File: src/rtl/mips_wb_pkg.sv
// Shared load-kind encoding, default widths and reset PC for the MIPS writeback stage.
package mips_wb_pkg;

    localparam int unsigned DW_DEF   = 32;
    localparam int unsigned AW_DEF   = 5;
    localparam logic [31:0] RESET_PC = 32'h0000_3000;

    typedef enum logic [2:0] {
        LD_LW  = 3'd0,
        LD_LB  = 3'd1,
        LD_LBU = 3'd2,
        LD_LH  = 3'd3,
        LD_LHU = 3'd4
    } ld_type_e;

endpackage

File: src/rtl/mips_wb_if.sv
// MEM->WB bundle: MEM-stage result and pipeline control in, GPR write port and W status out.
interface mips_wb_if #(
    parameter int unsigned DW    = 32,
    parameter int unsigned AW    = 5,
    parameter int unsigned CNT_W = 32
);

    logic             valid_m;
    logic [31:0]      instr_m;
    logic [DW-1:0]    pc_m;
    logic             wr_m;
    logic [AW-1:0]    waddr_m;
    logic [DW-1:0]    alu_m;
    logic [DW-1:0]    dmem_rd;
    logic             mem_to_reg;
    logic             link_m;
    logic [2:0]       ld_type_m;
    logic             stall_w;
    logic             flush_w;

    logic             gpr_wr;
    logic [AW-1:0]    gpr_waddr;
    logic [DW-1:0]    gpr_wd;
    logic [31:0]      instr_w;
    logic [DW-1:0]    pc_w;
    logic             fwd_valid;
    logic             misalign_w;
    logic [CNT_W-1:0] retire_cnt;

    modport master (
        output valid_m, instr_m, pc_m, wr_m, waddr_m, alu_m, dmem_rd,
               mem_to_reg, link_m, ld_type_m, stall_w, flush_w,
        input  gpr_wr, gpr_waddr, gpr_wd, instr_w, pc_w, fwd_valid, misalign_w, retire_cnt
    );

    modport slave (
        input  valid_m, instr_m, pc_m, wr_m, waddr_m, alu_m, dmem_rd,
               mem_to_reg, link_m, ld_type_m, stall_w, flush_w,
        output gpr_wr, gpr_waddr, gpr_wd, instr_w, pc_w, fwd_valid, misalign_w, retire_cnt
    );

endinterface

File: src/rtl/mips_load_ext.sv
// Load data extraction: picks the big-endian byte/half lane from the read word and extends it.
module mips_load_ext
    import mips_wb_pkg::*;
#(
    parameter int unsigned DW = DW_DEF
) (
    input  logic [DW-1:0] rdata,
    input  logic [1:0]    off,
    input  ld_type_e      ld_type,
    output logic [DW-1:0] data,
    output logic          misaligned
);

    logic [7:0]  byte_sel;
    logic [15:0] half_sel;

    // Lane 0 is the most significant byte of the word.
    always_comb begin
        byte_sel = rdata[31:24];
        unique case (off)
            2'd0: byte_sel = rdata[31:24];
            2'd1: byte_sel = rdata[23:16];
            2'd2: byte_sel = rdata[15:8];
            2'd3: byte_sel = rdata[7:0];
            default: byte_sel = rdata[31:24];
        endcase
        half_sel = off[1] ? rdata[15:0] : rdata[31:16];
    end

    always_comb begin
        data       = rdata;
        misaligned = 1'b0;
        case (ld_type)
            LD_LW: begin
                data       = rdata;
                misaligned = (off != 2'd0);
            end
            LD_LB:   data = {{(DW-8){byte_sel[7]}}, byte_sel};
            LD_LBU:  data = {{(DW-8){1'b0}}, byte_sel};
            LD_LH: begin
                data       = {{(DW-16){half_sel[15]}}, half_sel};
                misaligned = off[0];
            end
            LD_LHU: begin
                data       = {{(DW-16){1'b0}}, half_sel};
                misaligned = off[0];
            end
            default: begin
                data       = rdata;
                misaligned = 1'b0;
            end
        endcase
    end

endmodule

File: src/rtl/mips_wb_stage.sv
// MEM/WB pipeline register plus writeback datapath: load extension, GPR write-data select,
// single-shot write/retire per instruction and a retired-instruction counter.
module mips_wb_stage
    import mips_wb_pkg::*;
#(
    parameter int unsigned   DW       = DW_DEF,
    parameter int unsigned   AW       = AW_DEF,
    parameter logic [DW-1:0] RESET_PC = DW'(mips_wb_pkg::RESET_PC),
    parameter int unsigned   CNT_W    = 32
) (
    input  logic     clk,
    input  logic     rst,
    mips_wb_if.slave bus
);

    logic             valid_q;
    logic             fresh_q;
    logic [31:0]      instr_q;
    logic [DW-1:0]    pc_q;
    logic             wr_q;
    logic [AW-1:0]    waddr_q;
    logic [DW-1:0]    alu_q;
    logic [DW-1:0]    rdata_q;
    logic             mem_to_reg_q;
    logic             link_q;
    logic [2:0]       ld_type_q;
    logic [CNT_W-1:0] cnt_q;

    logic             live;
    logic             misaligned;
    logic             misalign;
    logic [DW-1:0]    load_data;

    // Priority flush > stall > capture. A stalled instruction loses fresh so it writes once.
    always_ff @(posedge clk or posedge rst) begin
        if (rst) begin
            valid_q      <= 1'b0;
            fresh_q      <= 1'b0;
            instr_q      <= '0;
            pc_q         <= RESET_PC;
            wr_q         <= 1'b0;
            waddr_q      <= '0;
            alu_q        <= '0;
            rdata_q      <= '0;
            mem_to_reg_q <= 1'b0;
            link_q       <= 1'b0;
            ld_type_q    <= '0;
        end else if (bus.flush_w) begin
            valid_q <= 1'b0;
            fresh_q <= 1'b0;
            instr_q <= '0;
        end else if (bus.stall_w) begin
            fresh_q <= 1'b0;
        end else begin
            valid_q      <= bus.valid_m;
            fresh_q      <= bus.valid_m;
            instr_q      <= bus.instr_m;
            pc_q         <= bus.pc_m;
            wr_q         <= bus.wr_m;
            waddr_q      <= bus.waddr_m;
            alu_q        <= bus.alu_m;
            rdata_q      <= bus.dmem_rd;
            mem_to_reg_q <= bus.mem_to_reg;
            link_q       <= bus.link_m;
            ld_type_q    <= bus.ld_type_m;
        end
    end

    always_ff @(posedge clk or posedge rst) begin
        if (rst) begin
            cnt_q <= '0;
        end else if (live) begin
            cnt_q <= cnt_q + CNT_W'(1);
        end
    end

    mips_load_ext #(
        .DW (DW)
    ) u_load_ext (
        .rdata      (rdata_q),
        .off        (alu_q[1:0]),
        .ld_type    (ld_type_e'(ld_type_q)),
        .data       (load_data),
        .misaligned (misaligned)
    );

    assign live     = valid_q & fresh_q;
    assign misalign = live & mem_to_reg_q & misaligned;

    always_comb begin
        bus.gpr_wr    = live & wr_q & (waddr_q != '0) & ~misalign;
        bus.gpr_waddr = waddr_q;
        if (link_q) begin
            bus.gpr_wd = pc_q + DW'(8);
        end else if (mem_to_reg_q) begin
            bus.gpr_wd = load_data;
        end else begin
            bus.gpr_wd = alu_q;
        end
        bus.instr_w    = instr_q;
        bus.pc_w       = pc_q;
        bus.fwd_valid  = bus.gpr_wr;
        bus.misalign_w = misalign;
        bus.retire_cnt = cnt_q;
    end

endmodule

File: src/flat_wrapper.sv
// flat-port wrapper written by rule: the top's interface ports become plain ports
module mips_wb_stage_flat import mips_wb_pkg::*;
#(
    parameter int unsigned   DW       = DW_DEF,
    parameter int unsigned   AW       = AW_DEF,
    parameter logic [DW-1:0] RESET_PC = DW'(mips_wb_pkg::RESET_PC),
    parameter int unsigned   CNT_W    = 32
)
  (clk, rst, bus_valid_m, bus_instr_m, bus_pc_m, bus_wr_m, bus_waddr_m, bus_alu_m, bus_dmem_rd, bus_mem_to_reg, bus_link_m, bus_ld_type_m, bus_stall_w, bus_flush_w, bus_gpr_wr, bus_gpr_waddr, bus_gpr_wd, bus_instr_w, bus_pc_w, bus_fwd_valid, bus_misalign_w, bus_retire_cnt);
  mips_wb_if #(.DW(DW), .AW(AW), .CNT_W(CNT_W)) bus_i ();
  input  logic clk;
  input  logic rst;
  input wire logic [$bits(bus_i.valid_m)-1:0] bus_valid_m;
  input wire logic [$bits(bus_i.instr_m)-1:0] bus_instr_m;
  input wire logic [$bits(bus_i.pc_m)-1:0] bus_pc_m;
  input wire logic [$bits(bus_i.wr_m)-1:0] bus_wr_m;
  input wire logic [$bits(bus_i.waddr_m)-1:0] bus_waddr_m;
  input wire logic [$bits(bus_i.alu_m)-1:0] bus_alu_m;
  input wire logic [$bits(bus_i.dmem_rd)-1:0] bus_dmem_rd;
  input wire logic [$bits(bus_i.mem_to_reg)-1:0] bus_mem_to_reg;
  input wire logic [$bits(bus_i.link_m)-1:0] bus_link_m;
  input wire logic [$bits(bus_i.ld_type_m)-1:0] bus_ld_type_m;
  input wire logic [$bits(bus_i.stall_w)-1:0] bus_stall_w;
  input wire logic [$bits(bus_i.flush_w)-1:0] bus_flush_w;
  output wire logic [$bits(bus_i.gpr_wr)-1:0] bus_gpr_wr;
  output wire logic [$bits(bus_i.gpr_waddr)-1:0] bus_gpr_waddr;
  output wire logic [$bits(bus_i.gpr_wd)-1:0] bus_gpr_wd;
  output wire logic [$bits(bus_i.instr_w)-1:0] bus_instr_w;
  output wire logic [$bits(bus_i.pc_w)-1:0] bus_pc_w;
  output wire logic [$bits(bus_i.fwd_valid)-1:0] bus_fwd_valid;
  output wire logic [$bits(bus_i.misalign_w)-1:0] bus_misalign_w;
  output wire logic [$bits(bus_i.retire_cnt)-1:0] bus_retire_cnt;
  assign bus_i.valid_m = bus_valid_m;
  assign bus_i.instr_m = bus_instr_m;
  assign bus_i.pc_m = bus_pc_m;
  assign bus_i.wr_m = bus_wr_m;
  assign bus_i.waddr_m = bus_waddr_m;
  assign bus_i.alu_m = bus_alu_m;
  assign bus_i.dmem_rd = bus_dmem_rd;
  assign bus_i.mem_to_reg = bus_mem_to_reg;
  assign bus_i.link_m = bus_link_m;
  assign bus_i.ld_type_m = bus_ld_type_m;
  assign bus_i.stall_w = bus_stall_w;
  assign bus_i.flush_w = bus_flush_w;
  assign bus_gpr_wr = bus_i.gpr_wr;
  assign bus_gpr_waddr = bus_i.gpr_waddr;
  assign bus_gpr_wd = bus_i.gpr_wd;
  assign bus_instr_w = bus_i.instr_w;
  assign bus_pc_w = bus_i.pc_w;
  assign bus_fwd_valid = bus_i.fwd_valid;
  assign bus_misalign_w = bus_i.misalign_w;
  assign bus_retire_cnt = bus_i.retire_cnt;
  mips_wb_stage #(.DW(DW), .AW(AW), .RESET_PC(RESET_PC), .CNT_W(CNT_W)) u_core (.clk(clk), .rst(rst), .bus(bus_i));
endmodule
File: config.mk
export PLATFORM = sky130hd
export DESIGN_NAME = mips_wb_stage_flat
export DESIGN_NICKNAME = d
export VERILOG_FILES = /design/src/rtl/mips_wb_pkg.sv /design/src/rtl/mips_wb_if.sv /design/src/rtl/mips_load_ext.sv /design/src/rtl/mips_wb_stage.sv /design/src/flat_wrapper.sv
export SDC_FILE = /design/constraint.sdc
export NUM_CORES = 1
export LEC_CHECK = 0
export CORE_MARGIN = 3
export CORE_UTILIZATION = 51
export CTS_CLUSTER_DIAMETER = 60
export CTS_CLUSTER_SIZE = 30
export DETAILED_ROUTE_END_ITERATION = 8
export PLACE_DENSITY = 0.95
export SYNTH_ARGS = -nofsm -noshare
export SYNTH_HDL_FRONTEND = slang
export SYNTH_SLANG_ARGS = --single-unit
export TNS_END_PERCENT = 100
File: constraint.sdc
create_clock -name clk -period 16.35 [get_ports clk]
set_input_delay 3.27 -clock clk [delete_from_list [all_inputs] [get_ports clk]]
set_output_delay 3.27 -clock clk [all_outputs]
set_load 0.02 [all_outputs]
Word level (Yosys, flattened, before mapping):

Index checks and enable logic that the tools add are counted.

* input bits: 144
* logic and storage cells: 49
* bits in registers: 173

* equality and inequality tests: 8
* add/subtract/negate cells: 2
* bitwise gates (word level): 9
* reduce and logical (&&, ||, !) cells: 6
* multiplexer cells: 12

Operator list (number)
* 32-bit 2-to-1 mux: 4
* 32-bit one-hot mux with 4 select lines: 1
* 32-bit by 1-bit adder with 32-bit output (second input constant): 1
* 32-bit by 4-bit adder with 32-bit output (second input constant): 1
* 8-bit one-hot mux with 4 select lines: 1
* 16-bit 2-to-1 mux: 1
* 1-bit AND: 6
* 3-bit by 2-bit equality test with 1-bit output (second input constant): 2
* 5-bit nonzero test: 1
* 2-bit equality test (second input constant): 2
* 1-bit 2-to-1 mux: 4
* 3-bit by 1-bit equality test with 1-bit output (second input constant): 1
* 3-bit equality test (second input constant): 1
* 3-bit zero test: 1
* 1-bit inverter: 3
* 2-bit by 1-bit equality test with 1-bit output (second input constant): 1
* 2-bit zero test: 1
* 2-bit by 1-bit != test with 1-bit output (second input constant): 1
* 1-bit one-hot mux with 2 select lines: 1
* 2-bit AND reduction: 1
* 2-bit nonzero test: 1
* 2-bit OR reduction: 1

Logic depth before layout (Yosys ltp):

Gate-level depths: netlist of run 1.

* depth in word-level cells: 6
* gate-level depth with buffers: 7
* mapped depth without buffers: 5

Hierarchy:

From an unflattened synthesis of run 1, not the netlist that was laid out.

* cells, all modules: 806
* area total of the unflattened synthesis: 8964.8 um^2

Modules (own cells, without submodules)
* mips_wb_stage: area an instance 8039.0 um^2, sequential area each 4331.7 um^2, instances 1, cells an instance 682
* mips_load_ext: area an instance 925.9 um^2, sequential area each 0.0 um^2, instances 1, cells an instance 124

Worst setup path after synthesis of run 1:

No wires, ideal clock.

* path kind: reg-to-output
* from: register u_core.ld_type_q[2]
* to: output bus_gpr_wd[16]
* arrival time: 1.993 ns
* data required time: 13.080 ns
* setup slack: 11.087 ns
* cell stages (with the launch flop): 6
* path buffers: 1
* path through: dfrtp_1 > buf_4 > or3_4 > nand2_2 > a211oi_1 > o311ai_0

* cells in the longest elaborated chain, start to end: 4
* elaborated cells on any way between the ends: 7
* those cells by class: eq/ne: 4; mux: 3

RTL lines
* start: declaration: line mips_wb_stage.sv:26 `logic [2:0] ld_type_q;`
* start signal: assignment: line mips_wb_stage.sv:65 `ld_type_q <= bus.ld_type_m;`
* 3-bit equality test, or another cell as far along: line mips_load_ext.sv:33 `case (ld_type)`
* 32-bit one-hot mux with 4 select lines *: line mips_load_ext.sv:33
* 32-bit 2-to-1 mux *: line mips_wb_stage.sv:95 `end else if (mem_to_reg_q) begin`
* 32-bit 2-to-1 mux *: line mips_wb_stage.sv:93 `if (link_q) begin`
* end: declaration: line flat_wrapper.sv:27 `output wire logic [$bits(bus_i.gpr_wd)-1:0] bus_gpr_wd;`

Every way passes the cells marked *; elsewhere a longest branch is shown, timed or not.

Worst setup path in the final report of run 1:

* from: register u_core.alu_q[1]
* to: output bus_gpr_wd[11]

* cells in the longest elaborated chain, start to end: 5
* elaborated cells on any way between the ends: 9
* those cells by class: eq/ne: 3; mux: 5; reduce/logical: 1

RTL lines
* start: declaration: line mips_wb_stage.sv:22 `logic [DW-1:0] alu_q;`
* start signal: assignment: line mips_wb_stage.sv:61 `alu_q <= bus.alu_m;`
* 2-bit equality test, or another cell as far along: line mips_load_ext.sv:20 `unique case (off)`
* 8-bit one-hot mux with 4 select lines: line mips_load_ext.sv:20
* 32-bit one-hot mux with 4 select lines *: line mips_load_ext.sv:33
* 32-bit 2-to-1 mux *: line mips_wb_stage.sv:95
* 32-bit 2-to-1 mux *: line mips_wb_stage.sv:93

Marked as above.

==> qor.yml, run 1 <==
final_critical_delay_including_setup_and_external_delays_ns: 6.87
timing.fmax_ghz: 0.146
synth.cell_area_sq_mm: 0.00893
cellInternalPower_mw: 0.927
layout.cells.most_common_list: "278 x sky130_fd_sc_hd__clkdlybuf4s50_1, 171 x sky130_fd_sc_hd__dfrtp_1, 103 x sky130_fd_sc_hd__mux2_2"
grt_use_total: 0.282
netlist_instances: 777
layout.nets: 1171
synth-edff-count: 0
post-synth-top-area-cell: "sky130_fd_sc_hd__dfrtp_1"
timing.critical_path.arrival_ns: 3.60
synth.lib_cells_used.distinct: 70
timing.critical_path.from: "u_core.alu_q[1]"
synth_seq_area_share: 0.485
avgViaCountPerCell: 6.00
worst-r2r-cell-count: 5
complex_gate_fraction_of_the_synthesized_area: 0.102
synthesis.nets: 923
finalHoldWorstSlack_ns: 0.473
switching_share: 0.317
synth.area.mux_share: 0.192
cp-start-kind: "flip-flop"
floorplan.io_pins: 280
fin_total_pwr_mw: 1.36
relSlewSlack: 0.288
numPortBuffers: 279
synthFlopType: "sky130_fd_sc_hd__dfrtp_1"
place_hpwl_mm: 20.1
ranking_of_synthesized_cells_by_area: "sky130_fd_sc_hd__dfrtp_1 48%, sky130_fd_sc_hd__mux2_2 13%, sky130_fd_sc_hd__mux2i_1 4.5%"
total_leakage_power_nw: 5.07
worst_ir_drop_vdd_mv: 0.0718
final_clock_skew_ns: 0.00860
endpoint_kind: "output pin"
finalSetupViolCount: 0
yosys.area_share.xor_xnor: 0.0402
first_global_vias: 7586
post-cts-setup-buffers: 0
ys_seq_elements: 173
wire_length_of_the_first_global_routing_pass_mm: 43.1
h-tree-depth: 4
hold_path_class: "flip-flop to flip-flop"
post_cts_resize_count: 0
rr_startpoint: "u_core.bus.retire_cnt[0]"
clkSlewWorstSetupHoldPaths_ns: 0.07
vias: 7568
layout-drive-gt1-share: 0.169
final-max-slew-violation-count: 0
max-clock-path-buffers: 2
gp_congestion: 0.989
tritoncts.num_buffers: 17
pwr-share-clk: 0.327
critical_path.max_fanout: 19
synth_simple_gate_area_frac: 0.138
detail_route.drc_violations: 0
effective_utilization_at_floorplan: 0.529
grt_overflow_total: 0
avgSynthCellArea_sq_um: 11.5
worstSkewPairLatency_ns: 0.43
finalSetupTns_ns: 0
wl_mm: 27.5
cts_root_buf: "sky130_fd_sc_hd__clkbuf_16"
synthArstFlopShare: 1.00
worst_tran_pin_value_ns: 1.07
synth_top_family_by_area: "multiplexers"
grt_max_degree: 115
tritoncts_clock_tree: "yes"
crit_path_end: "bus_gpr_wd[11]"
seq_power_share: 0.397
p_switching_mw: 0.431
drt_antenna_net_count: 0
mostFrequentLayoutCell: "sky130_fd_sc_hd__clkdlybuf4s50_1"
yosysWarningCount: 0
drt_pass1_iterations: 5
placementRows: 47
outcome: "finished clean"
power_density_mw_per_mm2: 110
grt_setup_unrepaired: "no"
avgRoutedWirePerCell_um: 21.8
design.core.area_sq_mm: 0.0169
floorplan.die_area_sq_mm: 0.0191
die_w_um: 138
setup.worst_path.class: "flip-flop to output pin"
flop_to_flop_setup_slack_ns: 14.32
cts.sink_count: 173
cap_violations: 0
initial_antenna_violation_count: 3
fin_util: 0.733
crit_required_ns: 13.08
report.final.hold_viol_count: 0
synth-adder-area-share: 0.00280
fin_crit_sh: 0.420
r2r_end: "u_core.bus.retire_cnt[30]"
drt_iter0_drc: 807
p_comb_frac: 0.276
flow.area_growth_from_synthesis_pct: 38.6
cts_hold_buffers: 0
dieHeight_um: 138
synth_top_area_share: 0.479
-- routing by layer --
metal / vias up / share of wire / GRT usage / routed length (um)
met5: - / 0 / 0 / 0
met4: 0 / 0.038 / 0.118 / 1040
met3: 61 / 0.066 / 0.0445 / 1820
met2: 392 / 0.48 / 0.452 / 13200
met1: 3720 / 0.42 / 0.383 / 11400
li1: 3395 / - / - / -
-- cell families after synthesis --
logic type | count (synthesis)
simple gates | 230
flops | 173
mux | 150
compound gates | 115
buf+inv | 66
xor+xnor | 41
fa+ha+maj | 2
-- registers in the layout, summed over array words and instances (netlist names), 3 cells and up --
| signal | flops |
|---|---|
| u_core.bus.instr_w | 32 |
| u_core.rdata_q | 32 |
| u_core.bus.gpr_waddr | 5 |
| u_core.alu_q | 32 |
| u_core.bus.pc_w | 32 |
| u_core.ld_type_q | 3 |
| u_core.bus.retire_cnt | 32 |
-- critical path: stages, from the launching register on --
cell,delay [ns]
sky130_fd_sc_hd__dfrtp_1,0.90
sky130_fd_sc_hd__nor3b_1,0.14
sky130_fd_sc_hd__a211oi_2,0.81
sky130_fd_sc_hd__a221oi_1,0.30
sky130_fd_sc_hd__a211oi_1,0.34
sky130_fd_sc_hd__clkdlybuf4s50_1,0.68
-- layout make-up --
cell class	count	area (sq um)
flip-flops and latches	173	4330
clock inverters	13	199
inverters	10	42.5
well taps	220	275
clock buffers	19	443
fillers	1163	4500
repair buffers	285	2830
multi-input cells	538	4250
diodes	3	7.51
-- power groups by stage --
stage / clock (mW) / combinational [mW] / sequential [mW]
finish: 0.444 / 0.374 / 0.539
global placement: 0 / 0.364 / 0.541
global route: 0.467 / 0.395 / 0.545
floorplan: 0 / 0.198 / 0.541
CTS: 0.450 / 0.374 / 0.537
detailed placement: 0 / 0.371 / 0.544
-- cells in the mapped netlist (3+ instances only) --
library cell               count
sky130_fd_sc_hd__dfrtp_1     171
sky130_fd_sc_hd__mux2_2      103
sky130_fd_sc_hd__nor2_1       62
sky130_fd_sc_hd__mux2i_1      40
sky130_fd_sc_hd__nand2_1      39
sky130_fd_sc_hd__buf_2        26
sky130_fd_sc_hd__xor2_1       25
sky130_fd_sc_hd__a211oi_1     19
sky130_fd_sc_hd__nand3_1      19
sky130_fd_sc_hd__nand4_1      19
sky130_fd_sc_hd__o21ai_0      18
sky130_fd_sc_hd__clkbuf_1     17
sky130_fd_sc_hd__nor3_1       16
sky130_fd_sc_hd__xnor2_1      16
sky130_fd_sc_hd__a21oi_1      11
sky130_fd_sc_hd__a221oi_1     11
sky130_fd_sc_hd__and4_1       11
sky130_fd_sc_hd__o311ai_0     11
sky130_fd_sc_hd__inv_1        10
sky130_fd_sc_hd__o311ai_1      9
sky130_fd_sc_hd__or4_1         9
sky130_fd_sc_hd__nand2b_1      8
sky130_fd_sc_hd__nor4_1        8
sky130_fd_sc_hd__and2_1        7
sky130_fd_sc_hd__buf_6         7
sky130_fd_sc_hd__and3_1        6
sky130_fd_sc_hd__mux4_2        6
sky130_fd_sc_hd__or3_1         6
sky130_fd_sc_hd__a31o_2        4
sky130_fd_sc_hd__nor3b_1       4
sky130_fd_sc_hd__o211ai_1      4
sky130_fd_sc_hd__a211oi_2      3
sky130_fd_sc_hd__buf_4         3
sky130_fd_sc_hd__nand4_2       3
-- through the flow --
stage / cell area, sq um / cells / setup slack, ns
2_1_floorplan: 8930 / 777 / 8.39
3_5_place_dp: 11700 / 1226 / 10.01
3_3_place_gp: 11700 / 1226 / 10.11
6_report: 12400 / 1261 / 9.48
5_1_grt: 12400 / 1261 / 9.36
4_1_cts: 12400 / 1258 / 9.55
-- worst min path at each step --
stage | start | to | slack (ns) | cells after the start
2_1_floorplan | u_core.alu_q[2] | u_core.alu_q[2] | 0.47 | 1
3_3_place_gp | u_core.bus.retire_cnt[31] | u_core.bus.retire_cnt[31] | 0.46 | 1
3_5_place_dp | u_core.bus.retire_cnt[31] | u_core.bus.retire_cnt[31] | 0.46 | 1
4_1_cts | u_core.bus.retire_cnt[31] | u_core.bus.retire_cnt[31] | 0.47 | 1
5_1_grt | u_core.bus.retire_cnt[31] | u_core.bus.retire_cnt[31] | 0.49 | 1
6_report | u_core.bus.retire_cnt[31] | u_core.bus.retire_cnt[31] | 0.47 | 1
No activity file was read; power rests on OpenSTA's default activity.
==> run 2: changes to the inputs <==
Settings changed: CORE_UTILIZATION 51 to 47, PLACE_DENSITY 0.95 to 0.92.
Clock period 16.35 ns to 7.05 ns, I/O delays scaled along.
==> run 2 against run 1 <==
Net effect:
- hold slack lost 0.0041 ns
- setup slack worse by 7.4 ns
- routed wire length up 1.2%
- cell area fell by 0.52%
- largest power group unchanged
- cell count grew 0.95%
- combinational power is 130% higher
- core utilization is 6.2 points lower
- critical endpoint is now bus_gpr_wd[18]
- sequential share of layout area up 0.18 points
- power rose by 120%
- clock power is 100% higher
- non-clock buffer count unchanged
- global-route usage down 1.6 points
==> qor.yml, run 2 (synthesized netlist as in run 1, its figures left out) <==
outcome: "finished clean"
post_cts_resize_count: 0
tritoncts.num_buffers: 17
final-max-slew-violation-count: 0
worst_tran_pin_value_ns: 1.07
tritoncts_clock_tree: "yes"
layout-drive-gt1-share: 0.169
drt_antenna_net_count: 0
cts_hold_buffers: 0
die_w_um: 144
worst_slack_ns: 2.06
fin_crit_sh: 0.708
dieHeight_um: 144
grt_use_total: 0.265
detail_route.drc_violations: 0
floorplan.die_area_sq_mm: 0.0207
timing.critical_path.arrival_ns: 3.58
design.core.area_sq_mm: 0.0183
drt_pass1_iterations: 6
rr_startpoint: "u_core.bus.retire_cnt[0]"
avgRoutedWirePerCell_um: 21.8
final_critical_delay_including_setup_and_external_delays_ns: 4.99
fin_total_pwr_mw: 3.02
timing.fmax_ghz: 0.200
hold_path_class: "flip-flop to flip-flop"
relSlewSlack: 0.285
floorplan.io_pins: 280
n_fill_cell: 1389
cp-start-kind: "flip-flop"
wl_mm: 27.8
layout.nets: 1171
h-tree-depth: 4
finalSetupTns_ns: 0
report.final.hold_viol_count: 0
gp_congestion: 0.994
total_leakage_power_nw: 5.02
setup.worst_path.class: "flip-flop to output pin"
worstSkewPairLatency_ns: 0.43
max-clock-path-buffers: 2
hold_path.startpoint: "u_core.bus.retire_cnt[31]"
vias: 7600
numPortBuffers: 279
power_density_mw_per_mm2: 245
effective_utilization_at_floorplan: 0.487
post-cts-setup-buffers: 0
grt_overflow_total: 0
initial_antenna_violation_count: 6
finalSetupViolCount: 0
wire_length_of_the_first_global_routing_pass_mm: 42.4
avgViaCountPerCell: 5.97
first_global_vias: 7446
critical_path.max_fanout: 19
final_clock_skew_ns: 0.0112
crit_required_ns: 5.64
layout.cells.most_common_list: "278 x sky130_fd_sc_hd__clkdlybuf4s50_1, 171 x sky130_fd_sc_hd__dfrtp_1, 103 x sky130_fd_sc_hd__mux2_2"
grt_max_degree: 115
pre_cts_slack_ns: 2.55
finalHoldWorstSlack_ns: 0.469
placementRows: 49
worst_ir_drop_vdd_mv: 0.185
multi_input_area_sq_mm: 0.00425
clkSlewWorstSetupHoldPaths_ns: 0.07
grt_setup_unrepaired: "no"
cap_violations: 0
mostFrequentLayoutCell: "sky130_fd_sc_hd__clkdlybuf4s50_1"
drt_iter0_drc: 769
cts.sink_count: 173
flow.area_growth_from_synthesis_pct: 37.9
register_area_sq_mm: 0.00433
cts_root_buf: "sky130_fd_sc_hd__clkbuf_16"
timing.critical_path.from: "u_core.alu_q[1]"
place_hpwl_mm: 20.5
endpoint_kind: "output pin"
==> run 2: cell count changes in the layout (fill, tap and decap cells not counted), sizes merged <==
cell / delta
bufinv: -4
clkbuf: -1
clkinv: +4
clkinvlp: +2
diode: +3
inv: -1
==> run 2: final timing paths <==
check                                       endpoint  slack, ns  cells after the start
max reg2reg                u_core.bus.retire_cnt[30]       5.09                      5
max in group asynchronous          u_core.rdata_q[2]       4.04                      3
min reg2reg                u_core.bus.retire_cnt[31]       0.47                      1
min                        u_core.bus.retire_cnt[31]       0.47                      1
max                                   bus_gpr_wd[18]       2.06                      5
min in group asynchronous      u_core.bus.instr_w[4]       1.60                      2
==> run 2: per-stage QoR <==
stage                     utilization  instances  instance area (sq um)
after global routing            0.672       1273                  12300
after CTS                       0.671       1267                  12300
final                           0.672       1273                  12300
after detailed placement        0.641       1235                  11700
after floorplan                     -        777                   8930
after global placement          0.641       1235                  11700
==> run 2: routing by layer <==
layer  part of all wire  vias to the layer above  wire (um)  GRT usage
met3              0.079                       47       2200     0.0679
met5                  0                        -          0          0
li1                   -                     3392          -          -
met2               0.49                      391      13600      0.414
met4              0.027                        0        758     0.0946
met1               0.40                     3770      11200      0.361
==> run 2: area by class of cell <==
class | instances | area share
tap | 229 | 0.0233
sequential | 173 | 0.352
clock buffer | 18 | 0.0348
timing repair buffer | 285 | 0.230
inverter | 10 | 0.00345
clock inverter | 14 | 0.0106
multi-input combinational | 538 | 0.345
antenna | 6 | 0.00122
==> run 2: worst max-delay path, cell delays in order (launching register included) <==
cell                              delay [ns]
sky130_fd_sc_hd__dfrtp_1                0.87
sky130_fd_sc_hd__mux2i_1                0.24
sky130_fd_sc_hd__o31ai_4                0.61
sky130_fd_sc_hd__a211oi_1               0.12
sky130_fd_sc_hd__o311ai_0               0.58
sky130_fd_sc_hd__clkdlybuf4s50_1        0.72
==> run 2: report_power, final <==
part	total (mW)	leakage, nW	switching, mW	internal, mW
Sequential	1.25	2.15	0.151	1.10
Clock	0.901	0.266	0.436	0.465
Combinational	0.864	2.60	0.429	0.435
==> run 3: changes to the inputs <==
Settings changed: CORE_UTILIZATION 47 to 43, PLACE_DENSITY 0.92 to 0.89.
Clock period 7.05 ns to 4.3 ns, I/O delays scaled along.
==> run 3 against run 2 <==
Net effect:
- hold slack improved by 0.0029 ns
- first-iteration DRC count is 13% lower
- non-clock buffer count grew 9
- die area grew 8.9%
- flip-flop and latch count is the same
- critical path depth is 1 higher
- sequential share of layout area shrank 0.55 points
- count of clock-buffer cells in the layout unchanged
- setup slack worse by 1.9 ns
- critical endpoint is now bus_gpr_wd[31]
- largest cell class unchanged
- largest power group unchanged
- highest routed layer is now met5
==> qor.yml, run 3 (synthesized netlist as in run 1, its figures left out) <==
layout.nets: 1180
numPortBuffers: 279
fin_crit_sh: 0.951
clkSlewWorstSetupHoldPaths_ns: 0.07
floorplan.die_area_sq_mm: 0.0225
vias: 7459
avgRoutedWirePerCell_um: 21.4
avgViaCountPerCell: 5.65
layout.cells.most_common_list: "278 x sky130_fd_sc_hd__clkdlybuf4s50_1, 170 x sky130_fd_sc_hd__dfrtp_1, 103 x sky130_fd_sc_hd__mux2_2"
grt_setup_unrepaired: "no"
timing.fmax_ghz: 0.244
hold_path_class: "flip-flop to flip-flop"
setup.worst_path.class: "flip-flop to output pin"
effective_utilization_at_floorplan: 0.440
endpoint_kind: "output pin"
final_clock_skew_ns: 0.0110
floorplan.io_pins: 280
design.core.area_sq_mm: 0.0203
tritoncts_clock_tree: "yes"
cts.sink_count: 173
report.final.hold_viol_count: 0
die_w_um: 150
timing.critical_path.arrival_ns: 3.23
grt_overflow_total: 0
worstSkewPairLatency_ns: 0.43
gp_congestion: 0.991
dieHeight_um: 150
power_density_mw_per_mm2: 407
layout-drive-gt1-share: 0.178
final_critical_delay_including_setup_and_external_delays_ns: 4.09
grt_max_degree: 72
cap_violations: 0
tritoncts.num_buffers: 17
cts_hold_buffers: 0
place_hpwl_mm: 21.5
total_leakage_power_nw: 5.10
finalSetupTns_ns: 0
cts_root_buf: "sky130_fd_sc_hd__clkbuf_16"
outcome: "finished clean"
max-clock-path-buffers: 2
worst_ir_drop_vdd_mv: 0.254
wire_length_of_the_first_global_routing_pass_mm: 43.2
finalSetupViolCount: 0
h-tree-depth: 4
drt_pass1_iterations: 5
detail_route.drc_violations: 0
post-cts-setup-buffers: 0
finish.cell_count_without_fillers: 1321
mostFrequentLayoutCell: "sky130_fd_sc_hd__clkdlybuf4s50_1"
relSlewSlack: 0.321
initial_antenna_violation_count: 5
flow.area_growth_from_synthesis_pct: 40.2
drt_iter0_drc: 670
wl_mm: 28.3
finalHoldWorstSlack_ns: 0.471
grt_use_total: 0.249
critical_path.max_fanout: 12
placementRows: 52
final-max-slew-violation-count: 0
first_global_vias: 7386
drt_antenna_net_count: 0
dp.cells: 1285
crit_required_ns: 3.44
cp-start-kind: "flip-flop"
post_cts_resize_count: 0
worst_tran_pin_value_ns: 1.02
-- run 3: changes by cell type in the layout (fill, tap and decap cells not counted), moves of 2 or more --
cell | previous run | this run
sky130_fd_sc_hd__inv_6 | 4 | 7
sky130_fd_sc_hd__buf_12 | 0 | 3
sky130_fd_sc_hd__clkinv_4 | 3 | 0
sky130_fd_sc_hd__bufinv_16 | 0 | 2
sky130_fd_sc_hd__diode_2 | 6 | 4
sky130_fd_sc_hd__buf_4 | 6 | 12
-- run 3: path summary, 6_finish.rpt --
path,cells after the start,end,from,slack [ns]
setup / recovery,6,bus_gpr_wd[31],u_core.bus.pc_w[3],0.21
hold / removal,1,u_core.bus.retire_cnt[31],u_core.bus.retire_cnt[31],0.47
setup reg to reg,5,u_core.bus.retire_cnt[30],u_core.bus.retire_cnt[0],2.26
hold reg to reg,1,u_core.bus.retire_cnt[31],u_core.bus.retire_cnt[31],0.47
max in group asynchronous,3,u_core.alu_q[20],rst,2.38
min in group asynchronous,2,u_core.bus.instr_w[11],rst,1.01
-- run 3: stage by stage --
step | power [mW] | setup slack (ns) | util | cell area [sq um]
3_5_place_dp | 3.50 | 0.666 | 0.586 | 11900
4_1_cts | 5.13 | 0.177 | 0.616 | 12500
2_1_floorplan | 2.81 | 1.23 | - | 8930
6_report | 5.09 | 0.209 | 0.616 | 12500
3_3_place_gp | 3.48 | 0.686 | 0.586 | 11900
5_1_grt | 5.31 | 0.0257 | 0.616 | 12500
-- run 3: worst max-delay path, cell delays in order (launching register included) --
cell and delay (ns):
sky130_fd_sc_hd__dfrtp_1 0.45, sky130_fd_sc_hd__ha_1 0.27, sky130_fd_sc_hd__and4_4 0.28, sky130_fd_sc_hd__nand4_1 0.39, sky130_fd_sc_hd__or4_1 0.63, sky130_fd_sc_hd__o311ai_0 0.11, sky130_fd_sc_hd__clkdlybuf4s50_1 0.68
-- run 3: routing by layer --
metal	global-route usage	routed length (um)	vias to the layer above
met2	0.391	13500	299
met5	0	13	-
li1	-	-	3414
met4	0.0801	790	2
met3	0.0551	1790	46
met1	0.345	12200	3698
-- run 3: cell type report --
type | count | area (sq um)
diodes | 4 | 10.0
clock buffers | 18 | 439
clock inverters | 14 | 168
fillers | 1690 | 7780
inverters | 10 | 41.3
multi-input cells | 538 | 4250
flip-flops and latches | 173 | 4330
well taps | 270 | 338
repair buffers | 294 | 2940
-- run 3: report_power, final --
| part | total [mW] | switching [mW] | internal, mW |
|---|---|---|---|
| clock network | 1.60 | 0.707 | 0.897 |
| logic | 1.45 | 0.719 | 0.729 |
| registers | 2.04 | 0.238 | 1.80 |
| total | 5.09 | 1.66 | 3.43 |
